<file path="config.mk">
export PLATFORM = sky130hd
export DESIGN_NAME = pir_input_conditioner
export DESIGN_NICKNAME = d
export VERILOG_FILES = /design/src/rtl/pir_input_conditioner.sv
export SDC_FILE = /design/constraint.sdc
export NUM_CORES = 1
export LEC_CHECK = 0
export CELL_PAD_IN_SITES_DETAIL_PLACEMENT = 1
export CELL_PAD_IN_SITES_GLOBAL_PLACEMENT = 1
export CORE_ASPECT_RATIO = 1.5
export CORE_MARGIN = 8
export CORE_UTILIZATION = 43
export DETAILED_ROUTE_END_ITERATION = 12
export PLACE_DENSITY_LB_ADDON = 0.1
export SYNTH_ARGS = -nofsm -noshare
export SYNTH_HDL_FRONTEND = slang
export SYNTH_SLANG_ARGS = --single-unit
</file>
<file path="constraint.sdc">
create_clock -name clk -period 2.8 [get_ports clk]
set_clock_uncertainty 0.1 [all_clocks]
set_input_delay 0.42 -clock clk [delete_from_list [all_inputs] [get_ports clk]]
set_output_delay 0.42 -clock clk [all_outputs]
set_load 0.02 [all_outputs]
</file>
<file path="src/rtl/pir_input_conditioner.sv">
// Two-channel PIR front end: synchronize, debounce, edge-pulse and count motion events after a warm-up lockout.
// Optional stuck-high detection is enabled by defining PIR_STUCK_DETECT_EN.
module pir_input_conditioner #(
  parameter int unsigned DEBOUNCE_CYCLES = 500_000,
  parameter int unsigned WARMUP_CYCLES   = 50_000_000,
  parameter int unsigned STUCK_CYCLES    = 500_000_000
) (
  input  logic       clk,
  input  logic       reset_n,
  input  logic       pir_raw_1,
  input  logic       pir_raw_2,
  output logic       pir_clean_1,
  output logic       pir_clean_2,
  output logic       motion_pulse_1,
  output logic       motion_pulse_2,
  output logic [7:0] event_count_1,
  output logic [7:0] event_count_2,
  output logic       warmup_done,
  output logic       stuck_fault_1,
  output logic       stuck_fault_2
);

  localparam int unsigned DW = $clog2(DEBOUNCE_CYCLES + 1);
  localparam int unsigned WW = $clog2(WARMUP_CYCLES + 1);
`ifdef PIR_STUCK_DETECT_EN
  localparam int unsigned SW = $clog2(STUCK_CYCLES + 1);
`endif

  if (DEBOUNCE_CYCLES == 0 || STUCK_CYCLES == 0) begin : g_param_check
    $error("pir_input_conditioner: DEBOUNCE_CYCLES and STUCK_CYCLES must be non-zero");
  end

  typedef enum logic [2:0] {
    ST_WARMUP,
    ST_IDLE,
    ST_QUAL_HIGH,
    ST_ACTIVE,
    ST_QUAL_LOW
  } state_t;

  logic [WW-1:0] r_warm_cnt;
  logic          w_warm_done;
  logic [1:0]    w_raw;
  logic [1:0]    w_clean;
  logic [1:0]    w_pulse;
  logic [1:0]    w_fault;
  logic [7:0]    w_evt [2];

  assign w_raw = {pir_raw_2, pir_raw_1};

  always_ff @(posedge clk or negedge reset_n) begin
    if (!reset_n) begin
      r_warm_cnt <= '0;
    end else if (r_warm_cnt != WW'(WARMUP_CYCLES)) begin
      r_warm_cnt <= r_warm_cnt + WW'(1);
    end
  end

  assign w_warm_done = (r_warm_cnt == WW'(WARMUP_CYCLES));

  for (genvar g = 0; g < 2; g++) begin : g_ch
    logic          r_meta;
    logic          r_sync;
    state_t        r_state;
    state_t        w_state_nxt;
    logic [DW-1:0] r_deb;
    logic [DW-1:0] w_deb_nxt;
    logic [DW-1:0] w_deb_inc;
    logic          w_deb_hit;
    logic          r_pulse;
    logic          w_pulse_nxt;
    logic [7:0]    r_evt;

    always_ff @(posedge clk or negedge reset_n) begin
      if (!reset_n) begin
        r_meta <= 1'b0;
        r_sync <= 1'b0;
      end else begin
        r_meta <= w_raw[g];
        r_sync <= r_meta;
      end
    end

    // The counter is zero in IDLE and ACTIVE, so w_deb_hit there covers DEBOUNCE_CYCLES == 1.
    assign w_deb_inc = r_deb + DW'(1);
    assign w_deb_hit = (w_deb_inc == DW'(DEBOUNCE_CYCLES));

    always_comb begin
      w_state_nxt = r_state;
      w_deb_nxt   = r_deb;
      w_pulse_nxt = 1'b0;
      case (r_state)
        ST_WARMUP: begin
          w_deb_nxt = '0;
          if (w_warm_done) w_state_nxt = ST_IDLE;
        end
        ST_IDLE: begin
          if (r_sync) begin
            if (w_deb_hit) begin
              w_state_nxt = ST_ACTIVE;
              w_deb_nxt   = '0;
              w_pulse_nxt = 1'b1;
            end else begin
              w_state_nxt = ST_QUAL_HIGH;
              w_deb_nxt   = w_deb_inc;
            end
          end
        end
        ST_QUAL_HIGH: begin
          if (!r_sync) begin
            w_state_nxt = ST_IDLE;
            w_deb_nxt   = '0;
          end else if (w_deb_hit) begin
            w_state_nxt = ST_ACTIVE;
            w_deb_nxt   = '0;
            w_pulse_nxt = 1'b1;
          end else begin
            w_deb_nxt = w_deb_inc;
          end
        end
        ST_ACTIVE: begin
          if (!r_sync) begin
            if (w_deb_hit) begin
              w_state_nxt = ST_IDLE;
              w_deb_nxt   = '0;
            end else begin
              w_state_nxt = ST_QUAL_LOW;
              w_deb_nxt   = w_deb_inc;
            end
          end
        end
        ST_QUAL_LOW: begin
          if (r_sync) begin
            w_state_nxt = ST_ACTIVE;
            w_deb_nxt   = '0;
          end else if (w_deb_hit) begin
            w_state_nxt = ST_IDLE;
            w_deb_nxt   = '0;
          end else begin
            w_deb_nxt = w_deb_inc;
          end
        end
        default: begin
          w_state_nxt = ST_WARMUP;
          w_deb_nxt   = '0;
        end
      endcase
    end

    always_ff @(posedge clk or negedge reset_n) begin
      if (!reset_n) begin
        r_state <= ST_WARMUP;
        r_deb   <= '0;
        r_pulse <= 1'b0;
        r_evt   <= '0;
      end else begin
        r_state <= w_state_nxt;
        r_deb   <= w_deb_nxt;
        r_pulse <= w_pulse_nxt;
        if (w_pulse_nxt && (r_evt != 8'hFF)) r_evt <= r_evt + 8'd1;
      end
    end

    assign w_clean[g] = (r_state == ST_ACTIVE) || (r_state == ST_QUAL_LOW);
    assign w_pulse[g] = r_pulse;
    assign w_evt[g]   = r_evt;

`ifdef PIR_STUCK_DETECT_EN
    logic [SW-1:0] r_stuck_cnt;
    logic [SW-1:0] w_stuck_inc;
    logic          r_fault;

    assign w_stuck_inc = r_stuck_cnt + SW'(1);

    always_ff @(posedge clk or negedge reset_n) begin
      if (!reset_n) begin
        r_stuck_cnt <= '0;
        r_fault     <= 1'b0;
      end else begin
        if (!w_clean[g]) begin
          r_stuck_cnt <= '0;
        end else if (r_stuck_cnt != SW'(STUCK_CYCLES)) begin
          r_stuck_cnt <= w_stuck_inc;
        end
        if (w_state_nxt == ST_IDLE) begin
          r_fault <= 1'b0;
        end else if (w_clean[g] && (w_stuck_inc == SW'(STUCK_CYCLES))) begin
          r_fault <= 1'b1;
        end
      end
    end

    assign w_fault[g] = r_fault;
`else
    assign w_fault[g] = 1'b0;
`endif
  end

  assign pir_clean_1    = w_clean[0];
  assign pir_clean_2    = w_clean[1];
  assign motion_pulse_1 = w_pulse[0];
  assign motion_pulse_2 = w_pulse[1];
  assign event_count_1  = w_evt[0];
  assign event_count_2  = w_evt[1];
  assign stuck_fault_1  = w_fault[0];
  assign stuck_fault_2  = w_fault[1];
  assign warmup_done    = w_warm_done;

endmodule

</file>
==> qor.txt <==
Hold WS - 255 ps
Pre-antenna DRT Iters - 4
post-synthesis cell type count - 65
Hold Crit Class - reg -> reg
post-synthesis cell count - 569
number of nets in the layout - 629
GRT Util Overall - 18.0%
period utilization - 94.6%
core area - 0.0120 mm2
final core utilization - 52.1%
fillers - 1401
CTS tree - done
reg2reg path depth - 8
Critical Path AT - 2770 ps
initial antenna violation count - 0
Synth warnings - 0
Final Setup Violations - 0
async set-reset flop share out of synthesis - 100%
H-tree lvl count - 3
drt wl/cell - 17.5 um
max frequency - 0.378 GHz
CP Buf/Inv Count - 1
first-pass GRT wire length - 23600 um
Placer Congestion - 0.847
flops & latches, synth - 92
post-synthesis sequential area ratio - 43.6%
clock sinks - 92
CTS clock-pin slew for the worst setup and hold paths - 70 ps
Seq pwr share - 52.9%
final count of hold timing violations - 0
Seq. cell area - 0.00230 mm2
maximum vdd ir drop - 245 uV
row count - 49
Clock power frac - 45.4%
drt drc - 0
area delta synth->final - 18.6%
Worst Hold End - g_ch[0].r_sync
largest net degree at the start of global routing - 46
layout cells sized above 1 - 15.1%
kind of critical path - reg -> reg
Detailed Route Iter0 Violations - 121
Combinational Power Share - 1.6%
vias in the first global route - 4770
Final Critical Period - 2650 ps
IO Count - 27
Hold Crit Start - g_ch[0].r_meta
WHS Path Cells - 0
status - finished, final reports clean
Least-Margin Pin Slew - 646 ps
area of the multi-input gates - 0.00279 mm2
Leakage - 2.55 nW
vias per cell - 5.69
CP max stage delay - 460 ps
final cell count without fillers - 777
kind of start point of the critical path - flip-flop
CTS buffer count - 9
reg-to-reg setup timing slack - 150 ps
Slew Limit Fails - 0
CP Cell Sequence - and4_4 -> or4_1 -> a211o_1 -> a221oi_2 -> and3_4 -> buf_4 -> nand4_1 -> xnor2_1
Net Sw Frac - 21.9%
Die X-Extent - 106 um
CP Capture Type - flip-flop
Mapped Area - 0.00528 mm2
Skew-Pair Late Insertion Delay - 340 ps
Slew headroom - 56.8%
Vias - 4425
Cell Pwr Density - 403 mW/mm2
Psw - 0.552 mW
R2R Path Start - g_ch[1].r_deb[0]
Main synth FF type - dfrtp_1
DP Cell Count - 759
die area - 0.0162 mm2
max_cap viols - 0
Cell Int Power - 1.97 mW
Max Buffers Root-to-Sink - 2
critical path's top delay family - simple AND/OR/NAND/NOR gates
Post-DP HPWL - 10000 um
# diodes - 0
slowest stage cell, crit path - or4_1
die height - 152 um
Port Buffers - 24
CP Data Required Time - 2920 ps
Initial Util - 43.9%
grt ovf - 0
critical path peak fanout - 7
Post-synth EDFFs - 0
root buffer cell - clkbuf_16
Crit Reg-Reg Endpoint - event_count_2[4]
drt total wl - 13600 um
syn_area_per_cell - 9.28 um2
Routed Antenna Nets - 0
how the worst max path moves through the flow:
stage | startpoint | endpoint | slack, ps | cells after the start
floorplan | g_ch[1].r_deb[0] | event_count_2[1] | 80 | 9
global placement | g_ch[1].r_deb[0] | event_count_2[3] | 110 | 9
detailed placement | g_ch[1].r_deb[0] | event_count_2[4] | -30 | 9
CTS | g_ch[1].r_deb[0] | event_count_2[4] | 50 | 9
global route | g_ch[0].r_deb[3] | g_ch[0].r_deb[10] | -10 | 7
finish | g_ch[1].r_deb[0] | event_count_2[4] | 150 | 8
synthesized netlist by cell type, drive strengths merged (3+ instances only):
cell     n  share of area [%]
nand3   55                5.5
mux2     3               0.71
buf     19                2.6
a31oi    4               0.47
inv     22                1.6
nand2   54                3.8
and2     6               0.73
and3    12                1.5
a21oi   25                2.4
nand4   26                3.1
a21o     3               0.43
dfrtp   92                 44
clkbuf  13               0.92
a22o     8                1.4
o21ai   21                2.0
nor3b    6               0.95
xor2    17                2.8
nand3b   7                1.0
ha       6                1.4
nor2b    6               0.71
o22ai    4               0.47
or4      5               0.71
nor4b    5               0.83
nor3    19                1.8
or3     13                1.5
nor4    10                1.5
mux2i    5               0.95
xnor2   45                7.5
nor2    24                1.7
and4     6                1.0
layer usage:
metal / wire length [um] / track usage (%) / part of all wire (%) / up-vias
met3: 219 / 2.58 / 1.6 / 28
met4: 350 / 7.28 / 2.6 / 0
li1: - / - / - / 2131
met5: 0 / 0 / 0 / -
met1: 5480 / 19.0 / 40 / 2225
met2: 7530 / 34.8 / 55 / 41
worst register-to-register path, cell delays in order (launching register included):
cell	delay (ps)
dfrtp_1	440
and4_4	220
or4_1	460
a211o_1	270
a221oi_2	320
and3_4	270
buf_4	160
nand4_1	110
xnor2_1	180
cells in the final DEF (no fill, tap or decap), drive strengths merged, types with 6 or more instances in the layout:
cell	instances
or3	13
nor4	10
nand3	55
inv	23
clkbuf	12
dfrtp	92
and2	6
buf	46
and3	12
xor2	17
nand2	54
nor2	24
a22o	8
nor2b	6
a21oi	25
nor3b	6
ha	6
clkdlybuf4s50	22
nand4	26
nand3b	7
nor3	19
xnor2	45
and4	6
o21ai	21
registers in the layout, summed over array words and instances (netlist names):
register / count
event_count_1: 8
event_count_2: 8
g_ch.r_deb: 38
g_ch.r_meta: 2
g_ch.r_state: 6
g_ch.r_sync: 2
motion_pulse_1: 1
motion_pulse_2: 1
r_warm_cnt: 26
logic make-up (layout without fill, tap and decap cells):
kind of cell               count (synthesis)  count (layout)  share of synthesized area [%]
DFF                                       92              92                           43.6
AOI/OAI and AO/OA                         86              86                           10.7
buffers and inverters                     54             108                           5.07
xor gates and xnor gates                  62              62                           10.3
adders and majority gates                  6               6                           1.42
other                                      1               2                         0.0710
muxes                                      8               8                           1.66
and+or+nand+nor                          260             260                           27.2
layout make-up:
cell class	instances	area share [%]
Timing Repair Buffer	70	9.73
Sequential cell	92	36.8
Multi-Input combinational cell	424	44.6
Inverter	22	1.32
Clock buffer	11	3.88
Tap cell	153	3.06
Clock inverter	5	0.580
power by group through the flow:
stage                     registers, mW  logic, mW  clock network [mW]
after global placement             1.36     0.0417                   0
after CTS                          1.33     0.0435                1.18
after global routing               1.33     0.0481                1.23
after detailed placement           1.36     0.0422                   0
final                              1.33     0.0411                1.15
after floorplan                    1.36    0.00701                   0
metrics by stage:
stage	setup WS, ps	power (mW)	TNS (ps)	area (um2)
after detailed placement	-26.1	1.40	-26.1	5900
final	151	2.52	0	6260
after CTS	45.9	2.56	0	6190
after global placement	107	1.40	0	5900
after global routing	-13.7	2.62	-24.9	6260
after floorplan	77.1	1.37	0	5280
what timing repair did:
action / 4_1_cts / 5_1_grt
endpoints found under the hold margin: 28 / 0
cloned: 0 / 0
hold buffers: 1 / 0
gates resized for setup: 3 / 16
endpoints found under the setup margin: 6 / 44
pin swaps: 0 / 5
setup buffers: 0 / 1
(Power assumes the default switching activity.)
==> variant (same flow settings) <==
Change the parameter `DEBOUNCE_CYCLES` from 500_000 to 125_000.
--- a/src/rtl/pir_input_conditioner.sv
+++ b/src/rtl/pir_input_conditioner.sv
@@ -1,7 +1,7 @@
 // Two-channel PIR front end: synchronize, debounce, edge-pulse and count motion events after a warm-up lockout.
 // Optional stuck-high detection is enabled by defining PIR_STUCK_DETECT_EN.
 module pir_input_conditioner #(
-  parameter int unsigned DEBOUNCE_CYCLES = 500_000,
+  parameter int unsigned DEBOUNCE_CYCLES = 125_000,
   parameter int unsigned WARMUP_CYCLES   = 50_000_000,
   parameter int unsigned STUCK_CYCLES    = 500_000_000
 ) (
Behaviour: no difference found for any inputs over 10 cycles, from zero or initial values and one cycle with reset_n low; that may be too few to reach the edited logic, so the function may still have changed.
==> variant against the original RTL <==
  * Total power is 2.6% higher
  * Area after synthesis is 6.0% lower
  * Sequential cell count is 4 lower
  * Cell count is 10% lower
  * Design area is 6.9% lower
  * Hold slack better by 0.0032 ns
  * Wire length is 7.3% lower
  * Worst setup slack better by 0.027 ns
  * Sequential power is 4% lower
==> variant: results (changes against the original RTL) <==
status: "completed"
post-route-min-period_ns: 2.62  # -0.0266 ns
grt_usage_pct: 17.0  # -1.0 points
finalSetupTns_ns: 0  # unchanged
wire_per_inst_um: 18.0  # +3.2%
placed_cells: 677  # -11%
cts-resized-gates: 2  # -1
fin_nets: 553  # -12%
vdd.ir_drop.worst_mv: 0.298  # +22%
dpl.hpwl_um: 9120  # -9.2%
synthTopCellsByArea: "dfrtp_1 44%, xnor2_1 7.1%, nand3_1 3.7%"
wirelength_um: 12600  # -7.3%
hp-class: "reg2reg"
arrival_ns: 2.75  # -0.02 ns
layout-drive-gt1-share_pct: 14.6  # -0.47 points
grt_pass1_wl_um: 21500  # -9.0%
p_clk_w: 0.00127  # +10%
pre_cts_ws_ns: 0.0688  # +0.0949 ns
power-per-cell-area_nw_per_um2: 444  # +10%
postPlaceCellArea_sq_um: 5440  # -7.9%
vias_per_cell: 5.73  # +0.63%
numCtsBuffers: 9  # unchanged
grt_pass1_vias: 4322  # -9.4%
gp_congestion: 0.806  # -4.7%
worst_pin_slew_ns: 0.559  # -0.0862 ns
yosysUniqueCellTypes: 64  # -1.5%
ys_top_cells_by_count: "88 x dfrtp_1, 45 x nand2_1, 40 x xnor2_1"
switchingPower_w: 0.000578  # +4.6%
p_leak_nw: 2.50  # -1.7%
synthCells: 510  # -10%
first_iter_violations: 98  # -19%
io_buffers: 24  # unchanged
reg.largest.list: "g_ch.r_deb: 34 flops, r_warm_cnt: 26 flops"
slowest_delay_ns: 0.63  # +0.17 ns
slowest_stage: "or4b_2"
hold_ws_ns: 0.258  # +0.00318 ns
grt_max_degree: 51  # +11%
finalHoldViolations: 0  # unchanged
p_seq_share_pct: 49.4  # -3.5 points
ys.warnings.count: 0  # unchanged
path_max_fanout: 9  # +2
ctsHoldBuffers: 1  # unchanged
synth-seq-area-share_pct: 44.4  # +0.79 points
## variant: cell types whose count changed in the layout (fill, tap and decap cells not counted), sizes merged, moves of 9 or more
cell,before,now
a31oi,4,20
buf,46,28
nand3,55,38
nand4,26,16
or3,13,1
inv,23,14
## variant: per-layer routing
metal	GRT usage, %	wire length, um	vias up
li1	-	-	1908
met1	18.1	5070	2023
met2	32.0	6980	44
met3	2.66	234	25
met4	7.71	308	0
met5	0	0	-
## variant: path summary, 6_finish.rpt
check / depth (start not counted) / start / endpoint
max: 9 / g_ch[0].r_deb[1]$_DFFE_PN0P_ / g_ch[0].r_deb[14]$_DFFE_PN0P_
max reg2reg: 9 / g_ch[0].r_deb[1]$_DFFE_PN0P_ / g_ch[0].r_deb[14]$_DFFE_PN0P_
min reg2reg: 0 / g_ch[1].r_meta$_DFF_PN0_ / g_ch[1].r_sync$_DFF_PN0_
max in group asynchronous: 3 / reset_n / g_ch[1].r_deb[16]$_DFFE_PN0P_
min in group asynchronous: 2 / reset_n / g_ch[0].r_meta$_DFF_PN0_
min: 0 / g_ch[1].r_meta$_DFF_PN0_ / g_ch[1].r_sync$_DFF_PN0_
## variant: logic make-up (layout without fill, tap and decap cells)
kind of cell	count (synthesis)	after routing	synth area share (%)
DFF	88	88	44.4
other	1	2	0.0756
muxes	5	5	1.14
buffers and inverters	43	80	3.96
xor gates and xnor gates	57	57	10.1
AOI/OAI and AO/OA	94	94	13.4
adders and majority gates	6	6	1.51
and+or+nand+nor	216	216	25.4
## variant: final cells by class
type	instances	area (sq um)
Sequential cell	88	2210
Inverter	12	45.0
Clock buffer	10	239
Tap cell	150	188
Clock inverter	6	75.1
Multi-Input combinational cell	380	2600
Fill cell	1308	5580
Timing Repair Buffer	52	474
